<file path="config.mk">
export PLATFORM = sky130hd
export DESIGN_NAME = puf_response_gen
export DESIGN_NICKNAME = d
export VERILOG_FILES = /design/src/rtl/puf_response_gen_pkg.sv /design/src/rtl/puf_response_gen_count_sync.sv /design/src/rtl/puf_response_gen.sv
export SDC_FILE = /design/constraint.sdc
export NUM_CORES = 1
export LEC_CHECK = 0
export BUFFER_PORTS_ARGS = -buffer_cell sky130_fd_sc_hd__buf_2
export CELL_PAD_IN_SITES_DETAIL_PLACEMENT = 1
export CELL_PAD_IN_SITES_GLOBAL_PLACEMENT = 1
export CORE_MARGIN = 3
export CORE_UTILIZATION = 40
export DETAILED_ROUTE_END_ITERATION = 12
export GPL_ROUTABILITY_DRIVEN = 0
export GPL_TIMING_DRIVEN = 0
export HOLD_SLACK_MARGIN = 0.02
export PLACE_DENSITY = 0.74
export RECOVER_POWER = 100
export SLEW_MARGIN = 20
export SYNTH_ARGS = -nofsm -noshare
export SYNTH_HDL_FRONTEND = slang
export SYNTH_SLANG_ARGS = --single-unit
</file>
<file path="constraint.sdc">
create_clock -name clk -period 2.06 [get_ports clk]
set_input_delay 0.412 -clock clk [delete_from_list [all_inputs] [get_ports clk]]
set_output_delay 0.412 -clock clk [all_outputs]
set_load 0.02 [all_outputs]
</file>
<file path="src/rtl/puf_response_gen_pkg.sv">
// Shared types and widths for the ring-oscillator PUF response generator.
package puf_response_gen_pkg;

  localparam int CHAL_W = 5;
  localparam int CNT_W  = 8;

  typedef enum logic [2:0] {
    ST_IDLE   = 3'd0,
    ST_CLEAR  = 3'd1,
    ST_RUN    = 3'd2,
    ST_SETTLE = 3'd3,
    ST_SAMPLE = 3'd4,
    ST_DECIDE = 3'd5,
    ST_DONE   = 3'd6
  } puf_state_t;

endpackage

</file>
<file path="src/rtl/puf_response_gen_count_sync.sv">
// puf_count_sync: free-running 2-flop synchroniser for an oscillator edge-count bus.
module puf_count_sync
  import puf_response_gen_pkg::*;
#(
  parameter int W = CNT_W
) (
  input  logic         clk,
  input  logic         rst_n,
  input  logic [W-1:0] d,
  output logic [W-1:0] q
);

  logic [W-1:0] meta;

  always_ff @(posedge clk or negedge rst_n) begin
    if (!rst_n) begin
      meta <= '0;
      q    <= '0;
    end else begin
      meta <= d;
      q    <= meta;
    end
  end

endmodule

</file>
<file path="src/rtl/puf_response_gen.sv">
// Ring-oscillator PUF: per bit, clear counters, run both oscillator banks, compare counts.
// Optional tie-flag output (tie_mask) is enabled by defining PUF_TIE_FLAG_EN.
module puf_response_gen
  import puf_response_gen_pkg::*;
#(
  parameter int WINDOW_CYCLES = 256,
  parameter int SETTLE_CYCLES = 4,
  parameter int RESP_BITS     = 8
) (
  input  logic                 clk,
  input  logic                 rst_n,
  input  logic                 start,
  input  logic [CHAL_W-1:0]    challenge_base,
  output logic [CHAL_W-1:0]    sel,
  output logic                 ro_en,
  output logic                 cnt_clr,
  input  logic [CNT_W-1:0]     count_a,
  input  logic [CNT_W-1:0]     count_b,
  output logic                 busy,
  output logic                 valid,
  output logic [2:0]           state_dbg,
  output logic [RESP_BITS-1:0] response
`ifdef PUF_TIE_FLAG_EN
  ,
  output logic [RESP_BITS-1:0] tie_mask
`endif
);

  localparam int TMAX = (WINDOW_CYCLES > SETTLE_CYCLES) ? WINDOW_CYCLES : SETTLE_CYCLES;
  localparam int TW   = $clog2(TMAX + 1);
  localparam int KW   = $clog2(RESP_BITS + 1);

  puf_state_t          state, state_next;
  logic [TW-1:0]       timer;
  logic [KW-1:0]       k;
  logic [CHAL_W-1:0]   base_q;
  logic [RESP_BITS-1:0] sr, sr_next;
  logic [CNT_W-1:0]    sync_a, sync_b, cnt_a_q, cnt_b_q;
  logic                bit_d;

  puf_count_sync #(.W(CNT_W)) u_sync_a (.clk(clk), .rst_n(rst_n), .d(count_a), .q(sync_a));
  puf_count_sync #(.W(CNT_W)) u_sync_b (.clk(clk), .rst_n(rst_n), .d(count_b), .q(sync_b));

  // Handshake: start is a one-cycle request taken only in IDLE (ignored otherwise,
  // including the DONE/valid cycle); busy covers CLEAR..DECIDE; valid pulses for the
  // single DONE cycle, when response already holds the new word.
  assign cnt_clr   = (state == ST_CLEAR);
  assign ro_en     = (state == ST_RUN);
  assign valid     = (state == ST_DONE);
  assign busy      = (state != ST_IDLE) && (state != ST_DONE);
  assign state_dbg = state;
  assign sel       = base_q + CHAL_W'(k);

  // Unsigned compare; equal counts fall out as 0.
  assign bit_d   = (cnt_a_q > cnt_b_q);
  assign sr_next = (sr << 1) | RESP_BITS'(bit_d);

  always_ff @(posedge clk or negedge rst_n) begin
    if (!rst_n) state <= ST_IDLE;
    else        state <= state_next;
  end

  always_comb begin
    state_next = state;
    case (state)
      ST_IDLE:   if (start) state_next = ST_CLEAR;
      ST_CLEAR:  if (timer == TW'(1)) state_next = ST_RUN;
      ST_RUN:    if (timer == TW'(WINDOW_CYCLES - 1)) state_next = ST_SETTLE;
      ST_SETTLE: if (timer == TW'(SETTLE_CYCLES - 1)) state_next = ST_SAMPLE;
      ST_SAMPLE: state_next = ST_DECIDE;
      ST_DECIDE: state_next = (k == KW'(RESP_BITS - 1)) ? ST_DONE : ST_CLEAR;
      ST_DONE:   state_next = ST_IDLE;
      default:   state_next = ST_IDLE;
    endcase
  end

  always_ff @(posedge clk or negedge rst_n) begin
    if (!rst_n) begin
      timer    <= '0;
      k        <= '0;
      base_q   <= '0;
      sr       <= '0;
      cnt_a_q  <= '0;
      cnt_b_q  <= '0;
      response <= '0;
    end else begin
      timer <= (state_next != state) ? '0 : timer + 1'b1;
      case (state)
        ST_IDLE: begin
          if (start) begin
            base_q <= challenge_base;
            k      <= '0;
            sr     <= '0;
          end
        end
        ST_SAMPLE: begin
          cnt_a_q <= sync_a;
          cnt_b_q <= sync_b;
        end
        ST_DECIDE: begin
          k  <= k + 1'b1;
          sr <= sr_next;
          if (state_next == ST_DONE) response <= sr_next;
        end
        default: ;
      endcase
    end
  end

`ifdef PUF_TIE_FLAG_EN
  logic [RESP_BITS-1:0] tie_sr, tie_next;

  assign tie_next = (tie_sr << 1) | RESP_BITS'(cnt_a_q == cnt_b_q);

  always_ff @(posedge clk or negedge rst_n) begin
    if (!rst_n) begin
      tie_sr   <= '0;
      tie_mask <= '0;
    end else begin
      if (state == ST_IDLE && start) tie_sr <= '0;
      if (state == ST_DECIDE) begin
        tie_sr <= tie_next;
        if (state_next == ST_DONE) tie_mask <= tie_next;
      end
    end
  end
`endif

endmodule

</file>
==> impl_metrics.yaml <==
status:
  status: "finished, violations left"
  violations: "setup timing"
clock_network:
  clk_transition_reported_paths_ns: 0.09
  cts_tree: "built"
  clock_path_buffers: 2
  worstSkewPairLatency_ns: 0.35
  cts.sinks: 84
  h-tree-depth: 3
  numCtsBuffers: 9
  root_buffer: "clkbuf_8"
critical_path:
  critPathKind: "flop to output port"
  endpoint_kind: "output port"
  worstPathMaxFanout: 2
  crit_arrival_ns: 1.87
  required_ns: 1.65
  rr_worst_depth: 5
  start_kind: "flop"
floorplanning:
  die_w_um: 97.1
  core_area_um2: 7890
  initial_core_util_pct: 42.1
  rows: 32
  die_area_um2: 9420
  io_pins: 44
  die_y_um: 97.1
sta:
  max_freq_mhz: 439
  max_slew.worst_pin.slew_ns: 0.791
  rsz0062_at_grt: "yes"
  finClkSkew_ns: 0.0116
  setup_viol: 3
  finalHoldViolations: 0
  finalCritPeriodShare_pct: 111
  drv_slew: 0
  setup_ws_ns: -0.220
  period_needed_ns: 2.28
  max_slew_margin_pct: 47.1
synthesis:
  syn_avg_cell_area_um2: 12.9
  synth-seq-cells: 84
  syn-num-nets: 298
  ys.flop_type: "dfrtp_1"
  synth_area_um2: 3320
  synth_cell_types: 39
  yosys_warnings: 0
  synth.area.top_cells: "dfrtp_1 63%, mux2_2 6.8%, ha_1 6.0%"
  yosys.area.top_type: "dfrtp_1"
  synth-async-reset-ratio_pct: 100
  synth_edf_count: 0
  ys_seq_area_share_pct: 63.3
  syn_inst: 257
  synth_top_area_share_pct: 63.3
detailed_routing:
  drt-initial-drc-count: 43
  wirelength_mm: 6.46
  ant_nets: 0
  vias: 2091
  dr.pass1.iters: 4
  vias_per_cell: 4.90
  wl_per_cell_um: 15.1
  drc: 0
min_path:
  hp-class: "primary input to flop"
  hold_depth: 1
power:
  seqPwrFrac_pct: 57.5
  p_int_mw: 2.24
  combPwrFrac_pct: 4.5
  ir_drop_v: 0.000385
  p_leak_nw: 1.87
  powerDensity_nw_per_um2: 737
  clockPowerShare_pct: 38.0
  power_mw: 2.95
  switching_share_pct: 24.3
  switching_power_uw: 717
global_route:
  gr-total-overflow: 0
  grt_pass1_wl_mm: 10.9
  antenna_found_initial: 0
  grt_pass1_vias: 2248
  grt_max_degree: 53
  grt_usage_pct: 14.4
placed_design:
  numPortBuffers: 43
  dp_cells: 403
  dp_slack_ns: -0.0152
  placed_area_um2: 3690
  place_hpwl_mm: 4.20
cells_and_area:
  area_delta_synth_final_pct: 20.8
  layout.nets: 361
  stdcell_area_um2: 4010
  postLayoutCoreUtil_pct: 50.8
  fillers: 839
  antennaDiodeCount: 0
  final_layout_size_suffix_gt1_share_pct: 30.8
  final_cells: 427
flow_run:
  drv_cap: 0
worst max-delay path, stage by stage, from the launching register on:
cell     delay [ns]
dfrtp_1        0.40
ha_4           0.15
inv_2          0.03
fa_2           0.34
inv_2          0.05
a21o_1         0.13
a21oi_2        0.06
xnor2_1        0.18
buf_4          0.17
repair_timing:
item / CTS / global route
setup endpoints to repair: 5 / 24
hold buffers: 1 / 0
pin swaps: 5 / 8
cloned: 0 / 1
buffers inserted: 6 / 2
resized for setup: 15 / 17
hold endpoints to repair: 32 / 0
power by group through the flow:
stage / combinational (mW) / sequential [mW] / clock [mW]
after floorplan: 0.0407 / 1.72 / 0
after global placement: 0.106 / 1.73 / 0
after detailed placement: 0.116 / 1.73 / 0
after CTS: 0.133 / 1.70 / 1.16
after global routing: 0.151 / 1.70 / 1.25
final: 0.133 / 1.70 / 1.12
cell usage after synthesis, types with 2 or more instances:
master	n
dfrtp_1	84
mux2_2	20
o21ai_0	20
inv_1	17
nand2_1	17
nor2_1	17
ha_1	16
a21oi_1	7
a22o_1	7
xnor2_1	6
buf_2	5
nand4_1	4
nor2b_1	4
nand3_1	3
xor2_1	3
a21o_1	2
clkbuf_1	2
nand2b_1	2
metrics by stage:
step,hold WS [ns],setup TNS (ns)
3_5_place_dp,0.336,-0.0152
4_1_cts,0.134,-0.518
5_1_grt,0.129,-5.80
6_report,0.154,-0.411
3_3_place_gp,0.334,-4.96
2_1_floorplan,0.116,0
state kept, by name, summed over array words and instances, names as in the netlist:
name,cells
response,8
cnt_a_q,8
sr,7
u_sync_b.meta,8
base_q,5
cnt_b_q,8
u_sync_b.q,8
u_sync_a.q,8
state_dbg,3
timer,9
u_sync_a.meta,8
k,4
worst paths after layout:
| path | start | endpoint | slack, ns |
|---|---|---|---|
| max | base_q[0] | sel[4] | -0.22 |
| min reg2reg | u_sync_a.meta[6] | u_sync_a.q[6] | 0.34 |
| max reg2reg | state_dbg[1] | cnt_a_q[5] | 0.03 |
| max in group asynchronous | rst_n | cnt_a_q[5] | 0.24 |
| min in group asynchronous | rst_n | base_q[1] | 0.66 |
| min | count_b[5] | u_sync_b.meta[5] | 0.15 |
per-layer routing:
| metal | vias to the layer above | track usage [%] | share of wire (%) |
|---|---|---|---|
| li1 | 1003 | - | - |
| met1 | 1046 | 18.6 | 44 |
| met2 | 32 | 23.2 | 51 |
| met3 | 10 | 2.44 | 3.1 |
| met4 | 0 | 7.78 | 1.8 |
| met5 | - | 0 | 0 |
cells by family after synthesis:
| group | after synthesis | share of synthesized area [%] |
|---|---|---|
| fa+ha+maj | 17 | 6.64 |
| xor+xnor | 9 | 2.38 |
| flops | 84 | 63.3 |
| simple gates | 59 | 9.50 |
| mux | 21 | 7.09 |
| buf+inv | 25 | 3.05 |
| compound gates | 42 | 7.99 |
area by class of cell:
class,instances,area [um^2],area share (%)
sequential,84,2100,52.5
multi-input combinational,149,1200,29.8
timing repair buffer,52,288,7.18
clock buffer,10,138,3.43
tap,102,128,3.18
inverter,17,63.8,1.59
clock inverter,6,53.8,1.34
buffer,7,37.5,0.936
cell usage in the layout (no fill, tap or decap), types with 2 or more instances in the layout:
cell type	n
a21oi_2	3
nor2b_1	4
clkbuf_8	10
a21o_1	2
nand3_1	3
nand4_1	4
ha_1	12
buf_2	29
inv_6	3
a22o_1	7
inv_1	14
nor2_1	16
buf_4	10
inv_2	3
xnor2_1	5
clkbuf_1	15
a21oi_1	5
buf_6	3
xor2_1	3
mux2_2	20
dfrtp_1	82
ha_4	3
dfrtp_2	2
nand2_1	17
o21ai_0	20
Power figures use the tool's default switching activity.
